`config.mk`:
```
export PLATFORM = sky130hd
export DESIGN_NAME = ssd_instr_executor
export DESIGN_NICKNAME = d
export VERILOG_FILES = /design/src/rtl/ssd_instr_executor.sv
export SDC_FILE = /design/constraint.sdc
export NUM_CORES = 1
export LEC_CHECK = 0
export BUFFER_PORTS_ARGS = -buffer_cell sky130_fd_sc_hd__buf_2
export CAP_MARGIN = 25
export CORE_AREA = 10 10 303 305
export DETAILED_ROUTE_END_ITERATION = 7
export DIE_AREA = 0 0 313 315
export HOLD_SLACK_MARGIN = 0.02
export PLACE_DENSITY = 0.52
export SLEW_MARGIN = 40
export SYNTH_ARGS = -nofsm -noshare
export SYNTH_HDL_FRONTEND = slang
export SYNTH_SLANG_ARGS = --single-unit
export TNS_END_PERCENT = 50
```
`constraint.sdc`:
```
create_clock -name clk -period 6.45 [get_ports clk]
set_input_delay 0.645 -clock clk [delete_from_list [all_inputs] [get_ports clk]]
set_output_delay 0.645 -clock clk [all_outputs]
set_load 0.03 [all_outputs]
```
`src/rtl/ssd_instr_executor.sv`:
```
// Instruction executor at the tail of the dedup pipeline: expands ssd_instr_t into
// per-block SSD commands, tracks outstanding completions, returns one response per instruction.
`timescale 1ns/1ps

package common;
  localparam int LBA_WIDTH           = 32;
  localparam int HASH_WIDTH          = 256;
  localparam int NODE_IDX_WIDTH      = 16;
  localparam int DATA_NODE_IDX_WIDTH = 20;

  typedef enum logic [1:0] {
    WRITE        = 2'd0,
    ERASE        = 2'd1,
    READ         = 2'd2,
    UPDATEHEADER = 2'd3
  } ssd_op_t;

  typedef struct packed {
    ssd_op_t                        op_code;
    logic [NODE_IDX_WIDTH-1:0]      node_idx;
    logic [DATA_NODE_IDX_WIDTH-1:0] ssd_node_idx;
    logic [HASH_WIDTH-1:0]          sha3_hash;
    logic [LBA_WIDTH-1:0]           ssd_start;
    logic [LBA_WIDTH-1:0]           ssd_len;
    logic [LBA_WIDTH-1:0]           ref_count;
  } ssd_instr_t;
endpackage

module ssd_instr_executor #(
  parameter int MAX_OUTSTANDING = 8,
  parameter int OCNT_WIDTH      = $clog2(MAX_OUTSTANDING + 1)
) (
  input  logic                                    clk,
  input  logic                                    rst_n,
  input  logic                                    instr_valid,
  output logic                                    instr_ready,
  input  logic [$bits(common::ssd_instr_t)-1:0]   instr,
  output logic                                    cmd_valid,
  input  logic                                    cmd_ready,
  output logic [1:0]                              cmd_op,
  output logic [common::LBA_WIDTH-1:0]            cmd_lba,
  output logic [common::DATA_NODE_IDX_WIDTH-1:0]  cmd_node_idx,
  output logic [common::HASH_WIDTH-1:0]           cmd_hash,
  output logic [common::LBA_WIDTH-1:0]            cmd_ref_count,
  output logic                                    cmd_last,
  input  logic                                    cmd_done,
  output logic                                    rsp_valid,
  input  logic                                    rsp_ready,
  output logic [common::NODE_IDX_WIDTH-1:0]       rsp_node_idx,
  output logic [1:0]                              rsp_op,
  output logic [1:0]                              rsp_status,
  output logic [common::LBA_WIDTH-1:0]            rsp_count,
  output logic                                    err_spurious
);
  import common::*;

  typedef enum logic [1:0] {S_IDLE, S_ISSUE, S_DRAIN, S_RESP} state_t;

  localparam logic [1:0]            ST_OK    = 2'd0;
  localparam logic [1:0]            ST_EMPTY = 2'd1;
  localparam logic [1:0]            ST_RANGE = 2'd2;
  localparam logic [OCNT_WIDTH-1:0] OCNT_MAX = OCNT_WIDTH'(MAX_OUTSTANDING);
  localparam logic [OCNT_WIDTH-1:0] OCNT_ONE = OCNT_WIDTH'(1'b1);
  localparam logic [LBA_WIDTH-1:0]  LBA_ONE  = LBA_WIDTH'(1'b1);

  state_t                         state_r;
  ssd_instr_t                     instr_s;
  logic [LBA_WIDTH-1:0]           n_r;
  logic [LBA_WIDTH-1:0]           idx_r;
  logic [LBA_WIDTH-1:0]           idx_inc_s;
  logic [OCNT_WIDTH-1:0]          ocnt_r;
  logic [OCNT_WIDTH-1:0]          ocnt_next_s;
  logic [LBA_WIDTH:0]             end_s;
  logic                           cmd_hs_s;
  logic                           spurious_s;
  logic                           is_data_s;
  logic                           len_zero_s;
  logic                           range_err_s;
  logic                           last_next_s;
  logic                           throttle_next_s;

  logic                           instr_ready_r;
  logic                           cmd_valid_r;
  logic [1:0]                     cmd_op_r;
  logic [LBA_WIDTH-1:0]           cmd_lba_r;
  logic [DATA_NODE_IDX_WIDTH-1:0] cmd_node_idx_r;
  logic [HASH_WIDTH-1:0]          cmd_hash_r;
  logic [LBA_WIDTH-1:0]           cmd_ref_count_r;
  logic                           cmd_last_r;
  logic                           rsp_valid_r;
  logic [NODE_IDX_WIDTH-1:0]      rsp_node_idx_r;
  logic [1:0]                     rsp_op_r;
  logic [1:0]                     rsp_status_r;
  logic [LBA_WIDTH-1:0]           rsp_count_r;
  logic                           err_spurious_r;

  assign instr_ready   = instr_ready_r;
  assign cmd_valid     = cmd_valid_r;
  assign cmd_op        = cmd_op_r;
  assign cmd_lba       = cmd_lba_r;
  assign cmd_node_idx  = cmd_node_idx_r;
  assign cmd_hash      = cmd_hash_r;
  assign cmd_ref_count = cmd_ref_count_r;
  assign cmd_last      = cmd_last_r;
  assign rsp_valid     = rsp_valid_r;
  assign rsp_node_idx  = rsp_node_idx_r;
  assign rsp_op        = rsp_op_r;
  assign rsp_status    = rsp_status_r;
  assign rsp_count     = rsp_count_r;
  assign err_spurious  = err_spurious_r;

  // Instruction decode, range check and next outstanding count
  always_comb begin
    instr_s     = ssd_instr_t'(instr);
    cmd_hs_s    = cmd_valid_r & cmd_ready;
    is_data_s   = (instr_s.op_code != UPDATEHEADER);
    len_zero_s  = (instr_s.ssd_len == {LBA_WIDTH{1'b0}});
    // One extra bit so that start+len reaching exactly 2^LBA_WIDTH is still legal
    end_s       = {1'b0, instr_s.ssd_start} + {1'b0, instr_s.ssd_len};
    range_err_s = end_s[LBA_WIDTH] & (end_s[LBA_WIDTH-1:0] != {LBA_WIDTH{1'b0}});
    idx_inc_s   = idx_r + LBA_ONE;
    last_next_s = (idx_inc_s == (n_r - LBA_ONE));
    ocnt_next_s = ocnt_r;
    spurious_s  = 1'b0;
    if (cmd_hs_s && !cmd_done) begin
      ocnt_next_s = ocnt_r + OCNT_ONE;
    end else if (!cmd_hs_s && cmd_done) begin
      if (ocnt_r == {OCNT_WIDTH{1'b0}}) begin
        spurious_s = 1'b1;
      end else begin
        ocnt_next_s = ocnt_r - OCNT_ONE;
      end
    end else begin
      ocnt_next_s = ocnt_r;
    end
    throttle_next_s = (ocnt_next_s == OCNT_MAX);
  end

  // Executor FSM with all outputs registered
  always_ff @(posedge clk or negedge rst_n) begin
    if (!rst_n) begin
      state_r         <= S_IDLE;
      n_r             <= {LBA_WIDTH{1'b0}};
      idx_r           <= {LBA_WIDTH{1'b0}};
      ocnt_r          <= {OCNT_WIDTH{1'b0}};
      instr_ready_r   <= 1'b1;
      cmd_valid_r     <= 1'b0;
      cmd_op_r        <= 2'd0;
      cmd_lba_r       <= {LBA_WIDTH{1'b0}};
      cmd_node_idx_r  <= {DATA_NODE_IDX_WIDTH{1'b0}};
      cmd_hash_r      <= {HASH_WIDTH{1'b0}};
      cmd_ref_count_r <= {LBA_WIDTH{1'b0}};
      cmd_last_r      <= 1'b0;
      rsp_valid_r     <= 1'b0;
      rsp_node_idx_r  <= {NODE_IDX_WIDTH{1'b0}};
      rsp_op_r        <= 2'd0;
      rsp_status_r    <= 2'd0;
      rsp_count_r     <= {LBA_WIDTH{1'b0}};
      err_spurious_r  <= 1'b0;
    end else begin
      ocnt_r <= ocnt_next_s;
      if (spurious_s) begin
        err_spurious_r <= 1'b1;
      end
      case (state_r)
        S_IDLE: begin
          if (instr_valid) begin
            instr_ready_r  <= 1'b0;
            rsp_node_idx_r <= instr_s.node_idx;
            rsp_op_r       <= instr_s.op_code;
            if (is_data_s && len_zero_s) begin
              rsp_status_r <= ST_EMPTY;
              rsp_count_r  <= {LBA_WIDTH{1'b0}};
              rsp_valid_r  <= 1'b1;
              state_r      <= S_RESP;
            end else if (is_data_s && range_err_s) begin
              rsp_status_r <= ST_RANGE;
              rsp_count_r  <= {LBA_WIDTH{1'b0}};
              rsp_valid_r  <= 1'b1;
              state_r      <= S_RESP;
            end else begin
              n_r             <= is_data_s ? instr_s.ssd_len : LBA_ONE;
              idx_r           <= {LBA_WIDTH{1'b0}};
              cmd_op_r        <= instr_s.op_code;
              cmd_lba_r       <= instr_s.ssd_start;
              cmd_node_idx_r  <= instr_s.ssd_node_idx;
              cmd_hash_r      <= instr_s.sha3_hash;
              cmd_ref_count_r <= instr_s.ref_count;
              cmd_last_r      <= is_data_s ? (instr_s.ssd_len == LBA_ONE) : 1'b1;
              cmd_valid_r     <= 1'b1;
              state_r         <= S_ISSUE;
            end
          end
        end
        S_ISSUE: begin
          if (cmd_hs_s) begin
            if (cmd_last_r) begin
              cmd_valid_r <= 1'b0;
              state_r     <= S_DRAIN;
            end else begin
              idx_r       <= idx_inc_s;
              cmd_lba_r   <= cmd_lba_r + LBA_ONE;
              cmd_last_r  <= last_next_s;
              cmd_valid_r <= !throttle_next_s;
            end
          end else if (!cmd_valid_r) begin
            // Throttled: resume once the registered count has dropped below the limit
            cmd_valid_r <= !throttle_next_s;
          end else begin
            cmd_valid_r <= 1'b1;
          end
        end
        S_DRAIN: begin
          if (ocnt_next_s == {OCNT_WIDTH{1'b0}}) begin
            rsp_status_r <= ST_OK;
            rsp_count_r  <= n_r;
            rsp_valid_r  <= 1'b1;
            state_r      <= S_RESP;
          end
        end
        S_RESP: begin
          if (rsp_ready) begin
            rsp_valid_r   <= 1'b0;
            instr_ready_r <= 1'b1;
            state_r       <= S_IDLE;
          end
        end
        default: begin
          state_r <= S_IDLE;
        end
      endcase
    end
  end

endmodule
```
==> summary.txt, run 1 <==
Run status
  – Outcome: finished clean

Clocking
  – TritonCTS buffer count: 56
  – Htree depth: 2
  – Clock transition at the registers of the reported paths: 0.06 ns
  – Clk_lat worst skew: 0.61 ns
  – Maximum buffer depth of the clock tree: 3
  – Setup Fix Bufs, Post-CTS: 0
  – TritonCTS clock tree: yes
  – Clock sink total: 469
  – Root Buffer: clkbuf_16

Placed design
  – Placed inst area: 0.0282 mm²
  – Placed Cells: 3902
  – I/O Buffers: 794
  – Placer Congestion: 0.975
  – Detailed Place HPWL: 83.3 mm

GRT
  – Initial antenna violation count: 54
  – Largest net degree at the start of global routing: 140
  – GRT Util Overall: 0.198
  – Gr ovfl total: 0
  – M3 GR Usage: 0.0682
  – First-pass GRT wire length: 145 mm
  – Vias in the first global route: 19728
  – GR Util met2: 0.315
  – GR peak layer: met2
  – Met1 Usage GRT: 0.244

Detailed routing
  – DRT antenna net count: 0
  – DRC viols: 0
  – WL per Instance: 25.6 µm
  – Via density: 4.97
  – DRT iter0 DRCs: 1603
  – DR vias: 20009
  – Wirelength, routed: 103 mm
  – Drt first pass iters: 5

Synthesis
  – Ys Warns: 0
  – Post-Synth Adder-Cell Area: 0.0237
  – Register area share after synthesis: 0.511
  – Mux contribution to synthesized area: 0.156
  – Cell area after synthesis: 0.0230 mm²
  – EDFF count, synth: 0
  – Share of flip-flops with an asynchronous set or reset: 1.00
  – Post-Syn Nets: 2468
  – Post-Synth Simple-Gate Area: 0.114
  – Largest family of logic cells by synthesized area: multiplexers
  – Top_reg_cell synth: dfrtp_1
  – Post-Syn Instances: 2029
  – Synthesized area per cell: 11.3 µm²
  – Number of distinct library cells after synthesis: 76
  – Synth Register Bits: 469
  – Synth Area in Compound Gates: 0.123
  – Xor and xnor area share after synthesis: 0.0332

Hold path
  – Min-Delay Startpoint: instr[374]
  – Hold path depth: 3
  – Worst min path class: input port to register
  – Hold EP: rsp_node_idx[2]$_DFFE_PN0P_

Setup path
  – CP max FO: 68
  – Slowest stage delay, CP: 0.51 ns
  – Startpoint Class: input port
  – R2R cell count: 11
  – Crit path max-delay family: compound AO/OA/AOI/OAI gates
  – Worst-path cell chain: buf_2 > ha_1 > a21oi_1 > o21a_1 > a2bb2oi_1 > nor3_1 > or4_1 > or4_1 > nor4_2 > nand4_1 > a21o_1 > a21oi_4 > buf_12 > buf_12 > mux2_2
  – RR Startpoint: idx_r[12]$_DFFE_PN0P_
  – CP max-delay cell: ha_1
  – Buf/Inv on CP: 3
  – WP data required: 6.94 ns
  – Crit path kind: input port to register
  – Critical Path End Type: register
  – R2R Path End: cmd_last$_DFFE_PN0P_
  – R2r setup slk: 2.58 ns
  – CP arrival: 5.78 ns

STA
  – RSZ-0062 raised after global routing: false
  – TNS Setup: 0 ns
  – Final Slew Violations: 0
  – Max Fclk: 189 MHz
  – Slew HR: 0.438
  – Setup Skew: 0.0146 ns
  – Tcrit/Tclk final: 0.819
  – Crit path time final: 5.29 ns
  – Tightest Pin Transition: 0.843 ns
  – Final setup violating endpoints: 0
  – Hold Vio Cnt, Final: 0

Layout
  – Area grow syn2layout: 31.7%
  – Non-filler cells, final: 4026
  – Final nets: 3247
  – Commonest non-fill, non-tap cells in the layout: buf_2 (793), dfrtp_1 (468), mux2_1 (265)
  – Layout cell share with drive strength beyond 1: 0.353
  – Commonest non-fill, non-tap cell in the layout: buf_2
  – Final Cell Area: 0.0302 mm²

Floorplan
  – Initial core utilization: 0.267
  – Die ar.: 0.0986 mm²
  – Die width: 313 µm
  – Cell Rows: 108
  – Core ar.: 0.0859 mm²
  – I/O Pins: 795
  – Die height: 315 µm

Pwr
  – Leak: 14.0 nW
  – Total power draw: 16.4 mW
  – Pwr/cell area: 542 mW/mm²
  – Worst IR Drop VDD: 0.308 mV

Job
  – Max_cap viols: 0
[synthesized netlist by cell type, types with 32 or more instances]
| library cell | n | area [µm²] |
|---|---|---|
| dfrtp_1 | 468 | 11700 |
| mux2_1 | 265 | 2980 |
| nand2_1 | 167 | 627 |
| o21ai_0 | 108 | 541 |
| nor2_1 | 95 | 357 |
| xnor2_1 | 64 | 561 |
| nor3_1 | 63 | 315 |
| inv_1 | 61 | 229 |
| a21oi_1 | 59 | 295 |
| clkbuf_1 | 56 | 210 |
| nand3_1 | 55 | 275 |
| mux2_2 | 44 | 495 |
| ha_1 | 42 | 526 |
| nand4_1 | 36 | 225 |
| a22o_1 | 32 | 280 |
[per-stage QoR]
| stage | hold WS, ns | util | worst slack (ns) |
|---|---|---|---|
| 3_5_place_dp | 0.459 | 0.328 | 0.670 |
| 3_3_place_gp | 0.452 | 0.327 | 0.637 |
| 2_1_floorplan | 0.349 | - | 1.79 |
| 4_1_cts | 0.160 | 0.351 | 1.33 |
| 6_report | 0.221 | 0.352 | 1.16 |
| 5_1_grt | 0.186 | 0.352 | 0.942 |
[routing by layer]
layer	wire length, µm	share of wire
met4	3910	0.038
met3	9740	0.095
met1	41500	0.40
met2	47800	0.46
met5	103	0.0010
[area by class of cell]
type	count	area, µm²
Sequential cell	469	11700
Clock buffer	84	1690
Fill cell	8881	55700
Clock inverter	18	267
Inverter	61	229
Timing Repair Buffer	831	4440
Antenna cell	19	47.5
Tap cell	1155	1450
Multi-Input combinational cell	1389	10400
[state kept, by name, indices dropped and copies added (netlist names), 2 cells and up]
register / cells
state_r: 2
cmd_ref_count: 32
rsp_node_idx: 16
rsp_op: 2
ocnt_r: 4
cmd_hash: 256
cmd_op: 2
idx_r: 32
rsp_status: 2
cmd_node_idx: 20
n_r: 32
cmd_lba: 32
rsp_count: 32
[tightest hold or removal path: cells and delay by family]
kind                   cells  cell delay (ns)
and+or+nand+nor            2             0.08
buffers and inverters      1             0.07
[repair_timing]
item | CTS | global route
hold buffers | 1 | 0
resized for setup | 0 | 0
endpoints found under the hold margin | 57 | 0
endpoints found under the setup margin | 0 | 0
[kinds of logic after synthesis]
kind of cell / count (synthesis)
AO/OA/AOI/OAI: 405
XOR/XNOR: 87
adder cells (fa/ha/maj): 43
buffers and inverters: 171
flip-flops: 469
multiplexers: 319
AND/OR/NAND/NOR: 535
[worst max-delay path by stage]
| stage | to | startpoint | depth (start not counted) |
|---|---|---|---|
| finish | cmd_hash[255]$_DFFE_PN0P_ | instr[45] | 15 |
| global route | cmd_ref_count[9]$_DFFE_PN0P_ | instr[51] | 15 |
| CTS | cmd_ref_count[31]$_DFFE_PN0P_ | instr[51] | 15 |
| detailed placement | cmd_node_idx[17]$_DFFE_PN0P_ | instr[51] | 15 |
| global placement | cmd_hash[255]$_DFFE_PN0P_ | instr[45] | 15 |
| floorplan | cmd_hash[0]$_DFFE_PN0P_ | instr[32] | 16 |
[where the power goes]
group / switching, mW / internal, mW / total (mW)
clock network: 1.34 / 2.04 / 3.38
logic: 5.24 / 2.44 / 7.68
registers: 1.03 / 4.30 / 5.34
total: 7.61 / 8.78 / 16.4
No activity file was read; power rests on OpenSTA's default activity.
==> run 2: changes to the inputs <==
- PLACE_DENSITY: 0.52 -> 0.54
- clock period: 6.45 -> 4.5 ns (I/O delays scaled with it)
==> run 2 against run 1 <==
Compared with the run above: global-route usage is 1.2 points lower; die area did not move; via count increased by 0.75%; routed wire length down 6.6%; register-to-register slack worse by 1.8 ns; worst hold slack lost 0.15 ns; sequential share of layout area is 1.5 points lower; sequential power increased by 43%; design area is 4.1% higher; critical path type unchanged; critical endpoint is now cmd_hash[6]$_DFFE_PN0P_.
==> summary.txt, run 2 (same netlist as run 1, synthesis figures left out) <==
STA
  – Final Slew Violations: 0 (unchanged)
  – Crit path time final: 4.26 ns
  – Final setup violating endpoints: 0 (unchanged)
  – Tightest Pin Transition: 0.790 ns (-0.0525 ns)
  – Worst setup margin: 0.240 ns (-0.925 ns)
  – RSZ-0062 raised after global routing: false
  – Max Fclk: 235 MHz
  – Setup Skew: 0.0161 ns (+0.00152 ns)
  – Hold_ws: 0.0748 ns (-0.146 ns)
  – Slew HR: 0.473 (+0.0350)
  – Hold Vio Cnt, Final: 0 (unchanged)
  – Tcrit/Tclk final: 0.947

Clocking
  – Clock transition at the registers of the reported paths: 0.06 ns (about the same)
  – Htree depth: 2 (unchanged)
  – Setup Fix Bufs, Post-CTS: 0 (unchanged)
  – Maximum buffer depth of the clock tree: 3 (unchanged)
  – Root Buffer: clkbuf_16
  – TritonCTS clock tree: yes
  – TritonCTS buffer count: 56 (unchanged)
  – Clock sink total: 469 (unchanged)
  – Clk_lat worst skew: 0.60 ns (about the same)

GRT
  – First-pass GRT wire length: 140 mm (-3.3%)
  – Largest net degree at the start of global routing: 95 (-32%)
  – Initial antenna violation count: 25 (-54%)
  – Vias in the first global route: 20152 (+2.1%)
  – GRT Util Overall: 0.185 (-0.0123)
  – Gr ovfl total: 0 (unchanged)

Layout
  – Layout cell share with drive strength beyond 1: 0.377 (+0.0241)
  – Commonest non-fill, non-tap cells in the layout: buf_2 (793), dfrtp_1 (468), mux2_1 (265)
  – Multi-input gate area: 0.0104 mm² (-0.14%)
  – Final Cell Area: 0.0315 mm² (+4.1%)
  – Commonest non-fill, non-tap cell in the layout: buf_2
  – Fillers: 8727 (-1.7%)
  – Final nets: 3390 (+4.4%)
  – Non-filler cells, final: 4160 (+3.3%)
  – Area grow syn2layout: 37.1%
  – Max FFs per register: 256 (unchanged)
  – FF+latch area: 0.0117 mm² (unchanged)

Job
  – Max_cap viols: 0 (unchanged)

Detailed routing
  – DR vias: 20159 (+0.75%)
  – Wirelength, routed: 96.2 mm (-6.6%)
  – DRC viols: 0 (unchanged)
  – DRT antenna net count: 0 (unchanged)
  – Drt first pass iters: 7 (+2)
  – Via density: 4.85 (-2.5%)
  – WL per Instance: 23.1 µm (-9.6%)
  – DRT iter0 DRCs: 1485 (-7.4%)

Run status
  – Outcome: finished clean

Floorplan
  – Core ar.: 0.0859 mm² (unchanged)
  – I/O Pins: 795 (unchanged)
  – Cell Rows: 108 (unchanged)
  – Die ar.: 0.0986 mm² (unchanged)
  – Die width: 313 µm (unchanged)
  – Die height: 315 µm (unchanged)
  – Initial core utilization: 0.267 (unchanged)

Setup path
  – Crit path kind: input port to register
  – CP arrival: 4.72 ns (-1.06 ns)
  – WP data required: 4.96 ns (-1.98 ns)
  – Critical Path End Type: register
  – CP max FO: 25 (-63%)
  – Startpoint Class: input port
  – R2r setup slk: 0.76 ns (-1.82 ns)

Pwr
  – Worst IR Drop VDD: 0.410 mV (+33%)
  – Total power draw: 23.7 mW (+44%)
  – Leak: 14.8 nW (+5.2%)
  – Pwr/cell area: 752 mW/mm² (+39%)

Placed design
  – Post-place setup slack: -0.341 ns (-1.01 ns)
  – I/O Buffers: 794 (unchanged)
  – Placer Congestion: 0.906 (-7.0%)
  – Placed Cells: 4025 (+3.2%)
  – Detailed Place HPWL: 78.6 mm (-5.6%)
  – Placed inst area: 0.0292 mm² (+3.6%)

Hold path
  – Worst min path class: input port to register
run 2: changes by cell type in the layout (fill, tap and decap cells not counted), sizes merged:
cell and delta:
buf +121, dlygate4sd3 +22, clkinvlp +1, inv +3
bufinv +2, diode -10, clkbuf -5
run 2: what timing repair did:
action,in CTS,in global routing
endpoints found under the hold margin,49,0
resized for setup,0,0
setup endpoints to repair,0,0
hold buffers,23,0
run 2: routing by layer:
layer / global-route usage / part of all wire / vias up
met5: 0 / 0.00019 / -
met4: 0.0386 / 0.021 / 2
met3: 0.0422 / 0.063 / 125
met2: 0.335 / 0.51 / 693
met1: 0.223 / 0.41 / 9991
li1: - / - / 9348
run 2: worst max-delay path: stages:
cell      delay (ns)
buf_2           0.11
ha_1            0.25
fa_1            0.42
a211oi_2        0.27
o31ai_1         0.13
a31oi_1         0.26
nor4_1          0.10
or4_1           0.50
or4_1           0.42
nor4_2          0.31
nand4_1         0.20
a21o_1          0.25
a21oi_4         0.22
buf_12          0.22
buf_12          0.22
mux2_1          0.34
run 2: per-stage QoR:
| stage | utilization | setup TNS, ns |
|---|---|---|
| 6_report | 0.366 | 0 |
| 5_1_grt | 0.366 | 0 |
| 4_1_cts | 0.366 | 0 |
| 3_5_place_dp | 0.340 | -97.09 |
| 3_3_place_gp | 0.340 | -90.72 |
| 2_1_floorplan | - | 0 |
run 2: worst paths after layout:
path / from / endpoint / cells past startpoint
max in group asynchronous: rst_n / cmd_hash[43]$_DFFE_PN0P_ / 4
min in group asynchronous: rst_n / cmd_op[1]$_DFFE_PN0P_ / 2
hold / removal: instr[264] / cmd_hash[168]$_DFFE_PN0P_ / 2
hold reg to reg: rsp_node_idx[15]$_DFFE_PN0P_ / rsp_node_idx[15]$_DFFE_PN0P_ / 2
setup reg to reg: idx_r[5]$_DFFE_PN0P_ / cmd_last$_DFFE_PN0P_ / 9
setup / recovery: instr[32] / cmd_hash[6]$_DFFE_PN0P_ / 16
run 2: cell type report:
cell class                 instances  area share
tap                             1155      0.0459
inverter                          61     0.00727
antenna                            9    0.000715
clock buffer                      79      0.0530
clock inverter                    24      0.0110
timing repair buffer             974       0.180
multi-input combinational       1389       0.330
sequential                       469       0.373
run 2: power by group:
| group | switching, mW | total, mW | internal, mW |
|---|---|---|---|
| logic | 7.43 | 11.1 | 3.70 |
| clock network | 1.90 | 4.94 | 3.04 |
| registers | 1.44 | 7.61 | 6.17 |
| total | 10.8 | 23.7 | 12.9 |
==> run 3: changes to the inputs <==
- PLACE_DENSITY: 0.54 -> 0.52
- clock period: 4.5 -> 4.9 ns (I/O delays scaled with it)
==> run 3 against run 2 <==
Compared with the run above: sequential cell count did not move; clock skew rose by 0.0043 ns; first-iteration DRC count rose by 21%; critical path type unchanged; register-to-register slack improved by 0.44 ns; sequential power fell by 7.4%; highest routed layer unchanged; sequential share of layout area rose by 0.93 points; power fell by 7.9%; non-clock buffer count fell by 97; clock power fell by 7.5%; critical path depth did not move; worst setup slack improved by 0.37 ns; via count fell by 0.19%.
==> summary.txt, run 3 (same netlist as run 1, synthesis figures left out) <==
Detailed routing
  – Via density: 4.94 (+2.0%)
  – Wirelength, routed: 101 mm (+5.0%)
  – DR vias: 20121 (-0.19%)
  – DRC viols: 0 (unchanged)
  – DRT antenna net count: 0 (unchanged)
  – Drt first pass iters: 6 (-1)
  – DRT iter0 DRCs: 1797 (+21%)
  – WL per Instance: 24.8 µm (+7.3%)

Layout
  – Fillers: 8729 (+0.023%)
  – Final nets: 3294 (-2.8%)
  – Commonest non-fill, non-tap cell in the layout: buf_2
  – Area grow syn2layout: 33.7%
  – Layout Utilization: 0.357 (-0.00892)
  – Commonest non-fill, non-tap cells in the layout: buf_2 (793), dfrtp_1 (468), mux2_1 (265)
  – Max FFs per register: 256 (unchanged)
  – Layout cell share with drive strength beyond 1: 0.361 (-0.0163)

Floorplan
  – Core ar.: 0.0859 mm² (unchanged)
  – Cell Rows: 108 (unchanged)
  – Die height: 315 µm (unchanged)
  – Die width: 313 µm (unchanged)
  – I/O Pins: 795 (unchanged)
  – Die ar.: 0.0986 mm² (unchanged)
  – Initial core utilization: 0.267 (unchanged)

STA
  – Max Fclk: 233 MHz
  – Hold Vio Cnt, Final: 0 (unchanged)
  – Crit path time final: 4.29 ns
  – Tightest Pin Transition: 0.804 ns (+0.0142 ns)
  – Tcrit/Tclk final: 0.876
  – RSZ-0062 raised after global routing: false
  – Final setup violating endpoints: 0 (unchanged)
  – Setup Skew: 0.0204 ns (+0.00435 ns)
  – Final Slew Violations: 0 (unchanged)
  – Slew HR: 0.462 (-0.0114)
  – TNS Setup: 0 ns (unchanged)

GRT
  – Initial antenna violation count: 43 (+72%)
  – First-pass GRT wire length: 143 mm (+1.9%)
  – Largest net degree at the start of global routing: 115 (+21%)
  – Vias in the first global route: 19511 (-3.2%)
  – GRT Util Overall: 0.194 (+0.00855)
  – Gr ovfl total: 0 (unchanged)

Setup path
  – WP data required: 5.38 ns (+0.42 ns)
  – Crit path kind: input port to register
  – R2R cell count: 11 (+2)
  – CP max FO: 33 (+32%)
  – CP arrival: 4.77 ns (+0.05 ns)
  – Startpoint Class: input port
  – Critical Path End Type: register

Clocking
  – Clock sink total: 469 (unchanged)
  – Resized cells post-CTS: 0 (unchanged)
  – Clk_lat worst skew: 0.61 ns (about the same)
  – TritonCTS buffer count: 57 (+1.8%)
  – Root Buffer: clkbuf_16
  – Setup Fix Bufs, Post-CTS: 0 (unchanged)
  – Maximum buffer depth of the clock tree: 3 (unchanged)
  – Clock transition at the registers of the reported paths: 0.06 ns (about the same)
  – TritonCTS clock tree: yes
  – Htree depth: 2 (unchanged)

Placed design
  – I/O Buffers: 794 (unchanged)
  – Detailed Place HPWL: 82.6 mm (+5.0%)
  – Placer Congestion: 1.01 (+11%)

Hold path
  – Worst min path class: input port to register
  – Hold path depth: 3 (+1)

Run status
  – Outcome: finished clean

Pwr
  – Worst IR Drop VDD: 0.366 mV (-11%)
  – P_sw: 10.0 mW (-6.8%)
  – Combinational fraction of design power: 0.467 (-0.003)
  – Cell Int Power: 11.8 mW (-8.8%)
  – Sw Ratio: 0.460 (+0.00522)
  – Pwr/cell area: 710 mW/mm² (-5.6%)
  – Leak: 14.3 nW (-3.1%)
  – Clock group share of total power: 0.209 (about the same)
  – Register share of total power: 0.323 (+0.002)

Job
  – Max_cap viols: 0 (unchanged)
-- run 3: path summary, 6_finish.rpt --
check / from / end / slack [ns]
max: instr[32] / cmd_hash[113]$_DFFE_PN0P_ / 0.61
min: instr[377] / rsp_node_idx[5]$_DFFE_PN0P_ / 0.07
max reg2reg: idx_r[5]$_DFFE_PN0P_ / cmd_last$_DFFE_PN0P_ / 1.20
min reg2reg: err_spurious$_DFFE_PN0P_ / err_spurious$_DFFE_PN0P_ / 0.46
max in group asynchronous: rst_n / cmd_lba[27]$_DFFE_PN0P_ / 3.19
min in group asynchronous: rst_n / cmd_hash[167]$_DFFE_PN0P_ / 0.49
-- run 3: area by class of cell --
class / count / area [µm²] / area share
clock inverters: 23 / 337 / 0.0110
multi-input cells: 1389 / 10400 / 0.338
clock buffers: 82 / 1690 / 0.0551
inverters: 61 / 229 / 0.00745
repair buffers: 877 / 4860 / 0.158
diodes: 16 / 40.0 / 0.00130
flip-flops and latches: 469 / 11700 / 0.382
well taps: 1155 / 1450 / 0.0470
-- run 3: worst max-delay path: stages --
cell and delay (ns):
buf_2 0.14, ha_1 0.23, fa_1 0.41, a211oi_2 0.27, o31ai_1 0.13, a31oi_1 0.28, nor4_1 0.08, or4_1 0.52
or4_1 0.42, nor4_2 0.29, nand4_1 0.18, a21o_1 0.24, a21oi_4 0.23, buf_12 0.21, buf_12 0.23, mux2_1 0.36
-- run 3: metrics by stage --
| step | area (µm²) | hold slack (ns) | setup WS, ns | instances | total power, mW |
|---|---|---|---|---|---|
| final | 30700 | 0.0737 | 0.608 | 4072 | 21.8 |
| after global routing | 30700 | 0.0516 | 0.418 | 4068 | 22.9 |
| after CTS | 30700 | 0.0206 | 0.676 | 4056 | 22.1 |
| after detailed placement | 28600 | 0.458 | 0.0135 | 3941 | 17.4 |
| after global placement | 28500 | 0.453 | 0.0799 | 3941 | 17.3 |
| after floorplan | 23000 | 0.194 | 0.398 | 2029 | 13.3 |
-- run 3: repair_timing --
item	in CTS	in global routing
endpoints found under the setup margin	0	0
endpoints found under the hold margin	89	0
hold buffers	10	0
-- run 3: per-layer routing --
| layer | share of wire | routed length, µm | global-route usage | vias to the layer above |
|---|---|---|---|---|
| li1 | - | - | - | 9158 |
| met1 | 0.41 | 41100 | 0.243 | 9830 |
| met2 | 0.47 | 47300 | 0.310 | 945 |
| met3 | 0.089 | 8990 | 0.0608 | 176 |
| met4 | 0.035 | 3550 | 0.0722 | 12 |
| met5 | 0.00082 | 83 | 0 | - |
-- run 3: power groups by stage --
stage	clock network (mW)	logic [mW]	registers, mW
after CTS	4.70	10.3	7.04
after detailed placement	0	10.3	7.10
after floorplan	0	3.40	9.93
final	4.57	10.2	7.05
after global placement	0	10.2	7.06
after global routing	4.83	10.8	7.28
